$ cat config.mk
export PLATFORM = sky130hd
export DESIGN_NAME = ieee1687_network
export DESIGN_NICKNAME = d
export VERILOG_FILES = /design/src/rtl/ieee1687_pkg.sv /design/src/rtl/ieee1687_ijtag_tdr.sv /design/src/rtl/ieee1687_network.sv
export SDC_FILE = /design/constraint.sdc
export NUM_CORES = 1
export LEC_CHECK = 0
export CORE_AREA = 2 2 58 60
export CTS_BUF_LIST = sky130_fd_sc_hd__clkbuf_16
export DETAILED_ROUTE_END_ITERATION = 8
export DIE_AREA = 0 0 60 62
export PLACE_DENSITY = 0.76
export SLEW_MARGIN = 10
export SYNTH_ARGS = -nofsm -noshare
export SYNTH_HDL_FRONTEND = slang
export SYNTH_HIERARCHICAL = 1
export SYNTH_SLANG_ARGS = --single-unit
$ cat constraint.sdc
create_clock -name tck -period 1.5 [get_ports tck]
set_input_delay 0.375 -clock tck [delete_from_list [all_inputs] [get_ports tck]]
set_output_delay 0.375 -clock tck [all_outputs]
set_load 0.005 [all_outputs]
$ cat src/rtl/ieee1687_pkg.sv
// Shared IR codes, TDR field layout and the update-decode helper for the
// IJTAG instrument-access segment.
package ieee1687_pkg;

  localparam int IR_W   = 4;
  localparam int ADDR_W = 4;
  localparam int DATA_W = 8;
  localparam int STAT_W = 8;
  localparam int PAD_W  = 4;
  localparam int TDR_L  = ADDR_W + DATA_W + PAD_W;

  localparam int ADDR_MSB = 15;
  localparam int ADDR_LSB = 12;
  localparam int DATA_MSB = 11;
  localparam int DATA_LSB = 4;
  localparam int PAD_MSB  = 3;
  localparam int PAD_LSB  = 0;

  typedef enum logic [IR_W-1:0] {
    IR_BYPASS       = 4'h0,
    IR_IDCODE       = 4'h1,
    IR_IJTAG_ACCESS = 4'h8
  } ir_e;

  typedef struct packed {
    logic              enable;
    logic [ADDR_W-1:0] addr;
    logic [DATA_W-1:0] data;
  } instr_req_t;

  // Takes the non-padding part of the TDR; address 0 means "no instrument".
  function automatic instr_req_t decode_fields(input logic [TDR_L-PAD_W-1:0] f);
    instr_req_t req;
    req.addr   = f[ADDR_MSB-PAD_W:ADDR_LSB-PAD_W];
    req.data   = f[DATA_MSB-PAD_W:DATA_LSB-PAD_W];
    req.enable = |f[ADDR_MSB-PAD_W:ADDR_LSB-PAD_W];
    return req;
  endfunction

endpackage

$ cat src/rtl/ieee1687_ijtag_tdr.sv
// Generic capture/shift/update test data register with parallel-in and a
// shadow output register; all activity is gated by the select input.
module ijtag_tdr #(
  parameter int L    = 16,
  parameter int SH_W = 13
) (
  input  logic            tck,
  input  logic            trst_n,
  input  logic            sel,
  input  logic            capture,
  input  logic            shift,
  input  logic            update,
  input  logic            tdi,
  input  logic [L-1:0]    pdata,
  input  logic [SH_W-1:0] shadow_d,
  output logic [L-1:0]    sr,
  output logic [SH_W-1:0] shadow
);

  // Capture beats shift beats update; a deselected register holds everything.
  always_ff @(posedge tck or negedge trst_n) begin
    if (!trst_n) begin
      sr     <= {L{1'b0}};
      shadow <= {SH_W{1'b0}};
    end else if (sel) begin
      if (capture) begin
        sr <= pdata;
      end else if (shift) begin
        sr <= {tdi, sr[L-1:1]};
      end else if (update) begin
        shadow <= shadow_d;
      end else begin
        sr <= sr;
      end
    end else begin
      sr <= sr;
    end
  end

endmodule

$ cat src/rtl/ieee1687_network.sv
// IJTAG instrument-access segment: IR decode, TDR field slicing, instrument
// enable generation and tdo gating around a generic TDR.
module ieee1687_network
  import ieee1687_pkg::*;
(
  input  logic              tck,
  input  logic              trst_n,
  input  logic              tms,
  input  logic              tdi,
  output logic              tdo,
  input  logic              capture_dr,
  input  logic              shift_dr,
  input  logic              update_dr,
  input  logic [IR_W-1:0]   ir,
  output logic [DATA_W-1:0] instr_data,
  output logic [ADDR_W-1:0] instr_addr,
  output logic              instr_enable,
  input  logic [STAT_W-1:0] instr_status
);

  logic             sel_s;
  logic [TDR_L-1:0] sr_s;
  logic [TDR_L-1:0] pdata_s;
  instr_req_t       req_d_s;
  instr_req_t       req_r;
  logic             unused_s;

  assign sel_s   = (ir == IR_IJTAG_ACCESS);
  assign pdata_s = {{(TDR_L-STAT_W){1'b0}}, instr_status};
  assign req_d_s = decode_fields(sr_s[TDR_L-1:PAD_W]);

  ijtag_tdr #(
    .L    (TDR_L),
    .SH_W ($bits(instr_req_t))
  ) u_tdr (
    .tck      (tck),
    .trst_n   (trst_n),
    .sel      (sel_s),
    .capture  (capture_dr),
    .shift    (shift_dr),
    .update   (update_dr),
    .tdi      (tdi),
    .pdata    (pdata_s),
    .shadow_d (req_d_s),
    .sr       (sr_s),
    .shadow   (req_r)
  );

  // Padding bits only matter as they pass through sr[0]; tms is decoded upstream.
  assign unused_s = ^{tms, sr_s[PAD_MSB:PAD_LSB]};

  assign tdo          = sel_s ? sr_s[0] : 1'b0;
  assign instr_addr   = req_r.addr;
  assign instr_data   = req_r.data;
  assign instr_enable = req_r.enable;

endmodule

==> Word level (Yosys, flattened, before mapping) <==
Index checks and enable logic that the tools add are counted.
{ "classes": {"eq_ne": 1, "mux": 3, "bitwise": 2, "reduce_logical": 4} }
{ "ops": {"columns": ["cell", "n"], "rows": [
  ["2-to-1 mux 16 bit", 2],
  ["== test 4 bit (second input constant)", 1],
  ["AND reduction 4 bit", 1],
  ["OR reduction 4 bit", 1],
  ["inverter 1 bit", 2],
  ["AND reduction 2 bit", 1],
  ["nonzero test 2 bit", 1],
  ["2-to-1 mux 1 bit", 1]
]} }
{ "word_totals": {"register_bits": 29, "in_bits": 19, "out_inout_bits": 14, "elab_cells": 12} }

==> Longest topological paths before layout <==
Gate-level depths: netlist of run 1.
{ "depth": {"word_depth": 2, "mapped_depth": 6} }

==> Modules after synthesis <==
The synthesis of run 1 kept the hierarchy.
{ "modules_own_cells": {"columns": ["module", "n_inst", "cells_per_inst", "area_each_um2"], "rows": [
  ["ijtag_tdr", 1, 106, 1302.5],
  ["ieee1687_network", 1, 4, 41.3]
]} }

==> Worst setup path before layout of run 1 <==
OpenSTA, ideal clock, no wires.
{ "synth_timing": {"path_type": "input-to-reg", "from": "input port ir[1]", "to": "register u_tdr.shadow[10]", "arrival_ns": 1.415, "required_ns": 1.375, "path_slack_ns": -0.040, "stages": 5, "cell_sequence": "nor4b_4 > nand2_1 > nor2_8 > buf_12 > mux2_4"} }
{ "synth_via": {"elab_chain_cells": 2} }
{ "synth_lines": {"columns": ["item", "line", "source"], "rows": [
  ["start, declared", "ieee1687_network.sv:14", "input logic [IR_W-1:0] ir,"],
  ["== test 4 bit", "ieee1687_network.sv:28", "assign sel_s = (ir == IR_IJTAG_ACCESS);"],
  ["AND reduction 4 bit (no source line)", null, null],
  ["end signal, assigned", "ieee1687_ijtag_tdr.sv:24", "shadow <= {SH_W{1'b0}};"],
  ["end signal, assigned", "ieee1687_ijtag_tdr.sv:31", "shadow <= shadow_d;"],
  ["end, declared", "ieee1687_ijtag_tdr.sv:17", "output logic [SH_W-1:0] shadow"]
]} }
Every way passes these cells.
A chain may end at the register's enable or synchronous reset.

==> Worst setup path after layout of run 1 <==
{ "layout_timing": {"from": "input port ir[2]", "to": "register u_tdr.shadow[4]"} }
{ "layout_via": {"elab_chain_cells": 2} }
{ "layout_lines": {"columns": ["item", "line", "source"], "rows": [
  ["== test 4 bit", "ieee1687_network.sv:28", null],
  ["net sel_s", "ieee1687_network.sv:21", "logic sel_s;"],
  ["AND reduction 4 bit (no source line)", null, null]
]} }
The timed path passes the listed nets, and every way through them passes these cells.

==> results.ini, run 1 <==
[outcome]
outcome = finished clean

[detailed_routing]
finalWirelength_um = 3580
postRouteAntennaNets = 0
detail_route.wl_per_cell_um = 16.7
firstDrtPassIters = 4
routed_via_count_divided_by_cell_count = 5.41
vias = 1158
dr.first_iter.drc_count = 40
drc_errors = 0

[sta]
setup-violations-final = 0
fin_skew_ns = 0.00348
post-route-min-period_ns = 1.44
unrepaired_setup_endpoints_after_global_routing = no
report.final.slew_viol_count = 0
clock.fmax_mhz = 697
final_hold_violating_endpoints = 0
post-route-period-util = 0.957

[clocking]
cts_tree = yes
clk_pin_slew_ns = 0.05
clock_sink_count = 29
cts-buffers-inserted = 5
cts-root-buf = clkbuf_16
clk-insertion-delay-late_ns = 0.27
htreeDepth = 2
ctsHoldBuffers = 0
cts.path.max_buffers = 2

[critical_path]
cell_breakdown_of_the_critical_path = buf_6, nor4b_4, buf_6, nand2_4, nor2_8, buf_12, mux2_4
setup.reg_to_reg.worst_slack_ns = 0.13
r2r_cells = 2
type_of_the_worst_setup_path = input pin to register
slowest_delay_ns = 0.30
worst_setup_path_start_kind = input pin
critPathRequiredTime_ns = 1.65
r2r_end = u_tdr/shadow[12]$_DFFE_PN0P_
crit_buf_inv = 3
crit_path_frequent_cell = buf_6
cell_family_with_the_largest_share_of_critical_path_delay = simple AND/OR/NAND/NOR gates
r2r_start = u_tdr/sr[13]$_DFFE_PN0P_
cp_data_arrival_time_ns = 1.59
critical_path_peak_fanout = 6
critical_path.endpoint_type = register
crit_path_top_delay_cell = mux2_4

[run]
maximum_capacitance_violations = 0

[grt]
grt_max_degree = 30
grt_use_total = 0.202
number_of_antenna_violations_at_the_first_check_in_global_routing = 0
grt_pass1_wl_um = 5410
globalRouteOverflowTotal = 0
number_of_global_route_vias_before_repair = 1170

[synthesis]
synth.yosys.seq_area_share = 0.540
yosysUniqueCellTypes = 24
netlist_area_um2 = 1340
register_bit_total_from_synthesis = 29
yosys_warnings = 6
netlist_instances = 110
post_synth.cell_area_avg_um2 = 12.2

[pwr]
power-per-cell-area_nw_per_um2 = 1080
vdd.ir_drop.worst_mv = 0.514
p_int_mw = 1.71
static-leakage-power_nw = 1.10
total_power_mw = 2.26
combinational_fraction_of_design_power = 0.169
portion_of_total_power_attributed_to_the_clock_network = 0.405
seq_power_share = 0.426
power.switching_fraction = 0.244
p_sw_mw = 0.553

[die]
initial_utilization = 0.423
total_core_area_um2 = 3180
dieHeight_um = 62
fp.dieArea_um2 = 3720
top_level_port_count = 33
die_width_um = 60
rows = 21

[layout]
antennaDiodeCount = 0
post_layout_net_count = 186
area.growth.synth_to_final_pct = 56.4
stdcell_area_um2 = 2100
layout.core_utilization = 0.661
final_layout_size_suffix_gt1_frac = 0.304

[placement]
post_dp_cell_area_um2 = 1810
hpwl_um = 2140
place_congestion = 0.729
port_buffers = 31

[worst_hold_path]
hold_class = input pin to async pin

-- cells in the mapped netlist (all sizes together) --
library cell  instances  share of area
a21oi                16          0.060
and2                  1         0.0047
buf                   5          0.034
clkbuf                3         0.0084
conb                  1         0.0028
dfrtp                29           0.54
inv                   1         0.0028
mux2                 13           0.14
nand2                 3         0.0084
nand3b                1         0.0056
nor2                  2          0.018
nor3                  1         0.0037
nor4b                 1          0.018
nor4bb                1         0.0074
o21ai                 1         0.0037
o22ai                29           0.14
or2                   1         0.0065
or4                   1         0.0056
-- per-stage QoR --
step	hold slack (ns)	setup WS, ns	cells	TNS (ns)
2_1_floorplan	0.0794	-0.0103	117	-0.103
3_3_place_gp	0.471	-0.627	198	-16.15
3_5_place_dp	0.479	-0.655	198	-17.53
4_1_cts	0.458	0.000268	211	0
5_1_grt	0.471	0.00283	214	0
6_report	0.456	0.0649	214	0
-- layout make-up --
class / count / area [um2]
fill: 244 / 1080
sequential: 29 / 726
multi-input combinational: 79 / 621
timing repair buffer: 51 / 556
clock buffer: 5 / 125
tap: 46 / 57.6
clock inverter: 3 / 13.8
inverter: 1 / 3.75
-- worst max path at each step --
stage / start / endpoint / slack, ns / cells past startpoint
6_report: ir[2] / u_tdr/shadow[4]$_DFFE_PN0P_ / 0.06 / 7
5_1_grt: ir[2] / u_tdr/shadow[1]$_DFFE_PN0P_ / 0.003 / 7
4_1_cts: u_tdr/shadow[7]$_DFFE_PN0P_ / instr_data[7] / 0.0003 / 1
3_5_place_dp: ir[1] / u_tdr/sr[12]$_DFFE_PN0P_ / -0.65 / 8
3_3_place_gp: ir[1] / tdo / -0.63 / 4
2_1_floorplan: ir[1] / u_tdr/shadow[10]$_DFFE_PN0P_ / -0.01 / 5
-- kinds of logic after synthesis --
kind of cell	after synthesis	synth area share
compound gates	46	0.198
other cells	1	0.00279
buf+inv	9	0.0447
simple gates	12	0.0773
flops	29	0.540
mux	13	0.137
-- registers in the layout (all words and copies together) (netlist names) --
| register | flops |
|---|---|
| u_tdr/sr | 16 |
| u_tdr/shadow | 13 |
-- worst reg2reg max path, cell delays in order, from the launching register on --
cell and delay (ns):
dfrtp_1 0.43, or4_1 0.55, mux2_4 0.27
-- cells in the final DEF (no fill, tap or decap), drive strengths merged --
| cell | Yosys | routed |
|---|---|---|
| a21oi | 16 | 16 |
| and2 | 1 | 1 |
| buf | 5 | 23 |
| clkbuf | 3 | 6 |
| clkdlybuf4s15 | 0 | 1 |
| clkdlybuf4s50 | 0 | 11 |
| clkinv | 0 | 2 |
| conb | 1 | 8 |
| dfrtp | 29 | 29 |
| dlygate4sd2 | 0 | 9 |
| dlymetal6s2s | 0 | 6 |
| inv | 1 | 2 |
| mux2 | 13 | 13 |
| nand2 | 3 | 3 |
| nand3b | 1 | 1 |
| nor2 | 2 | 2 |
| nor3 | 1 | 1 |
| nor4b | 1 | 1 |
| nor4bb | 1 | 1 |
| o21ai | 1 | 1 |
| o22ai | 29 | 29 |
| or2 | 1 | 1 |
| or4 | 1 | 1 |
-- routing by layer --
layer / GRT usage / part of all wire / up-vias
met1: 0.228 / 0.38 / 579
met3: 0.0642 / 0.062 / 8
met2: 0.343 / 0.53 / 41
met5: 0 / 0 / -
met4: 0.105 / 0.023 / 0
li1: - / - / 530
-- repair_timing --
item | CTS | global route
endpoints found under the hold margin | 0 | 0
endpoints found under the setup margin | 38 | 31
gates cloned | 1 | 1
buffers inserted | 4 | 2
pin swaps | 5 | 2
gates resized for setup | 33 | 16
-- power groups by stage --
| stage | Clock, mW | Combinational (mW) | Sequential, mW |
|---|---|---|---|
| floorplan | 0 | 0.179 | 0.947 |
| global placement | 0 | 0.341 | 0.960 |
| detailed placement | 0 | 0.357 | 0.966 |
| CTS | 0.940 | 0.362 | 0.955 |
| global route | 0.971 | 0.413 | 0.973 |
| finish | 0.917 | 0.383 | 0.963 |
No activity file was read; power rests on OpenSTA's default activity.
==> run 2: changes to the inputs <==
--- a/config.mk
+++ b/config.mk
@@ -5,11 +5,14 @@
 export SDC_FILE = /design/constraint.sdc
 export NUM_CORES = 1
 export LEC_CHECK = 0
-export CORE_AREA = 2 2 58 60
+export CAP_MARGIN = 20
+export CELL_PAD_IN_SITES_DETAIL_PLACEMENT = 1
+export CELL_PAD_IN_SITES_GLOBAL_PLACEMENT = 2
+export CORE_AREA = 2 2 88 56
 export CTS_BUF_LIST = sky130_fd_sc_hd__clkbuf_16
 export DETAILED_ROUTE_END_ITERATION = 8
-export DIE_AREA = 0 0 60 62
-export PLACE_DENSITY = 0.76
+export DIE_AREA = 0 0 90 58
+export PLACE_DENSITY = 0.81
 export SLEW_MARGIN = 10
 export SYNTH_ARGS = -nofsm -noshare
 export SYNTH_HDL_FRONTEND = slang
==> results.ini, run 2 (synthesis results as in run 1) <==
[die]
top_level_port_count = 33  ; unchanged
fp.dieArea_um2 = 5220  ; +40%
rows = 19  ; -9.5%
die_width_um = 90  ; +50%
total_core_area_um2 = 4420  ; +39%
initial_utilization = 0.304  ; -0.119
dieHeight_um = 58  ; -6.5%

[layout]
post_layout_net_count = 192  ; +3.2%
top_register = u_tdr/sr
stdcell_area_um2 = 2170  ; +3.2%
final_layout_size_suffix_gt1_frac = 0.351  ; +0.0470
mostFrequentLayoutCell = dfrtp_1
largest_registers = u_tdr/sr (16), u_tdr/shadow (13)
layout.cells.most_common_list = dfrtp_1, o22ai_1, buf_4, a21oi_1
largest_register_ff_count = 16  ; unchanged
layout.core_utilization = 0.490  ; -0.171
area.growth.synth_to_final_pct = 61.4
n_fill_cell = 494  ; +100%
antennaDiodeCount = 0  ; unchanged

[clocking]
cts-root-buf = clkbuf_16
cts.path.max_buffers = 2  ; unchanged
cts_tree = yes
cts-buffers-inserted = 5  ; unchanged
clk-insertion-delay-late_ns = 0.27  ; about the same
clk_pin_slew_ns = 0.05  ; about the same
clock_sink_count = 29  ; unchanged
htreeDepth = 2  ; unchanged

[grt]
grt_max_degree = 30  ; unchanged
number_of_antenna_violations_at_the_first_check_in_global_routing = 0  ; unchanged
number_of_global_route_vias_before_repair = 1361  ; +16%
globalRouteOverflowTotal = 0  ; unchanged
grt_use_total = 0.170  ; -0.0318
grt_pass1_wl_um = 6790  ; +26%

[pwr]
p_int_mw = 1.89  ; +10%
seq_power_share = 0.392  ; -0.034
power.switching_fraction = 0.232  ; -0.0121
portion_of_total_power_attributed_to_the_clock_network = 0.446  ; +0.041
static-leakage-power_nw = 1.11  ; +0.88%
vdd.ir_drop.worst_mv = 0.495  ; -3.7%
combinational_fraction_of_design_power = 0.162  ; -0.007
p_sw_mw = 0.572  ; +3.3%
power-per-cell-area_nw_per_um2 = 1130  ; +5.4%

[critical_path]
cp_data_arrival_time_ns = 1.60  ; about the same
critical_path.endpoint_type = register
worst_setup_path_start_kind = input pin
type_of_the_worst_setup_path = input pin to register
cp_startpoint = ir[2]
critical_path_peak_fanout = 6  ; unchanged
r2r_start = u_tdr/sr[13]$_DFFE_PN0P_
critPathRequiredTime_ns = 1.66  ; about the same

[sta]
report.final.slew_viol_count = 0  ; unchanged
post-route-period-util = 0.963  ; +0.00663
final_total_negative_setup_slack_ns = 0  ; unchanged
final_hold_violating_endpoints = 0  ; unchanged
post-route-min-period_ns = 1.45  ; +0.00995 ns
setup-violations-final = 0  ; unchanged
unrepaired_setup_endpoints_after_global_routing = no
clock.fmax_mhz = 692  ; -0.69%
whs_ns = 0.473  ; +0.0169 ns
fin_skew_ns = 0.00203  ; -0.00145 ns

[placement]
port_buffers = 31  ; unchanged
hpwl_um = 2510  ; +17%
place_congestion = 0.742  ; +1.9%
post_dp_cell_area_um2 = 1830  ; +0.90%

[detailed_routing]
routed_via_count_divided_by_cell_count = 4.92  ; -9.2%
finalWirelength_um = 4030  ; +12%
vias = 1165  ; +0.60%
firstDrtPassIters = 4  ; unchanged
postRouteAntennaNets = 0  ; unchanged
drc_errors = 0  ; unchanged
dr.first_iter.drc_count = 47  ; +18%
detail_route.wl_per_cell_um = 17.0  ; +1.4%

[run]
maximum_capacitance_violations = 0  ; unchanged

[worst_hold_path]
hold_class = input pin to async pin

[outcome]
outcome = finished clean

[run 2: through the flow]
stage	setup slack [ns]	instances	power, mW
2_1_floorplan	-0.0103	117	1.13
3_3_place_gp	-0.638	216	1.32
3_5_place_dp	-0.678	216	1.34
4_1_cts	0.0000939	236	2.47
5_1_grt	0.00124	237	2.58
6_report	0.0549	237	2.46
[run 2: power groups by stage]
stage	combinational (mW)	clock [mW]	sequential [mW]
5_1_grt	0.435	1.17	0.978
3_5_place_dp	0.372	0	0.968
3_3_place_gp	0.356	0	0.960
2_1_floorplan	0.179	0	0.947
6_report	0.399	1.10	0.964
4_1_cts	0.390	1.13	0.957
[run 2: worst paths after layout]
check,to,slack [ns],depth (start not counted)
setup / recovery,u_tdr/shadow[4]$_DFFE_PN0P_,0.05,7
hold / removal,u_tdr/shadow[11]$_DFFE_PN0P_,0.47,2
setup reg to reg,u_tdr/shadow[12]$_DFFE_PN0P_,0.15,2
hold reg to reg,u_tdr/shadow[1]$_DFFE_PN0P_,0.48,1
max in group asynchronous,u_tdr/sr[4]$_DFFE_PN0P_,0.87,2
min in group tck,u_tdr/shadow[1]$_DFFE_PN0P_,0.48,1
[run 2: layout make-up]
type / count / area, um2 / area share
clock buffer: 5 / 125 / 0.0577
clock inverter: 3 / 37.5 / 0.0173
inverter: 1 / 3.75 / 0.00173
multi-input combinational: 79 / 648 / 0.299
sequential: 29 / 726 / 0.335
tap: 63 / 78.8 / 0.0364
timing repair buffer: 57 / 549 / 0.253
[run 2: repair_timing]
action,4_1_cts,5_1_grt
buffers inserted,12,1
gates resized for setup,42,10
hold buffers,0,0
setup endpoints to repair,40,28
cloned,2,0
pin swaps,4,2
[run 2: critical path: stages]
cell and delay, ns:
buf_2 0.11, nor4b_4 0.29, buf_6 0.16, nand2_4 0.06, nor2_8 0.15, buf_12 0.15
mux2_4 0.30
[run 2: metal layers]
metal  routed length [um]  GRT usage  vias up
li1                     -          -      536
met5                    0          0        -
met4                   29     0.0593        0
met2                 1980      0.294       32
met1                 1820      0.206      595
met3                  189     0.0520        2
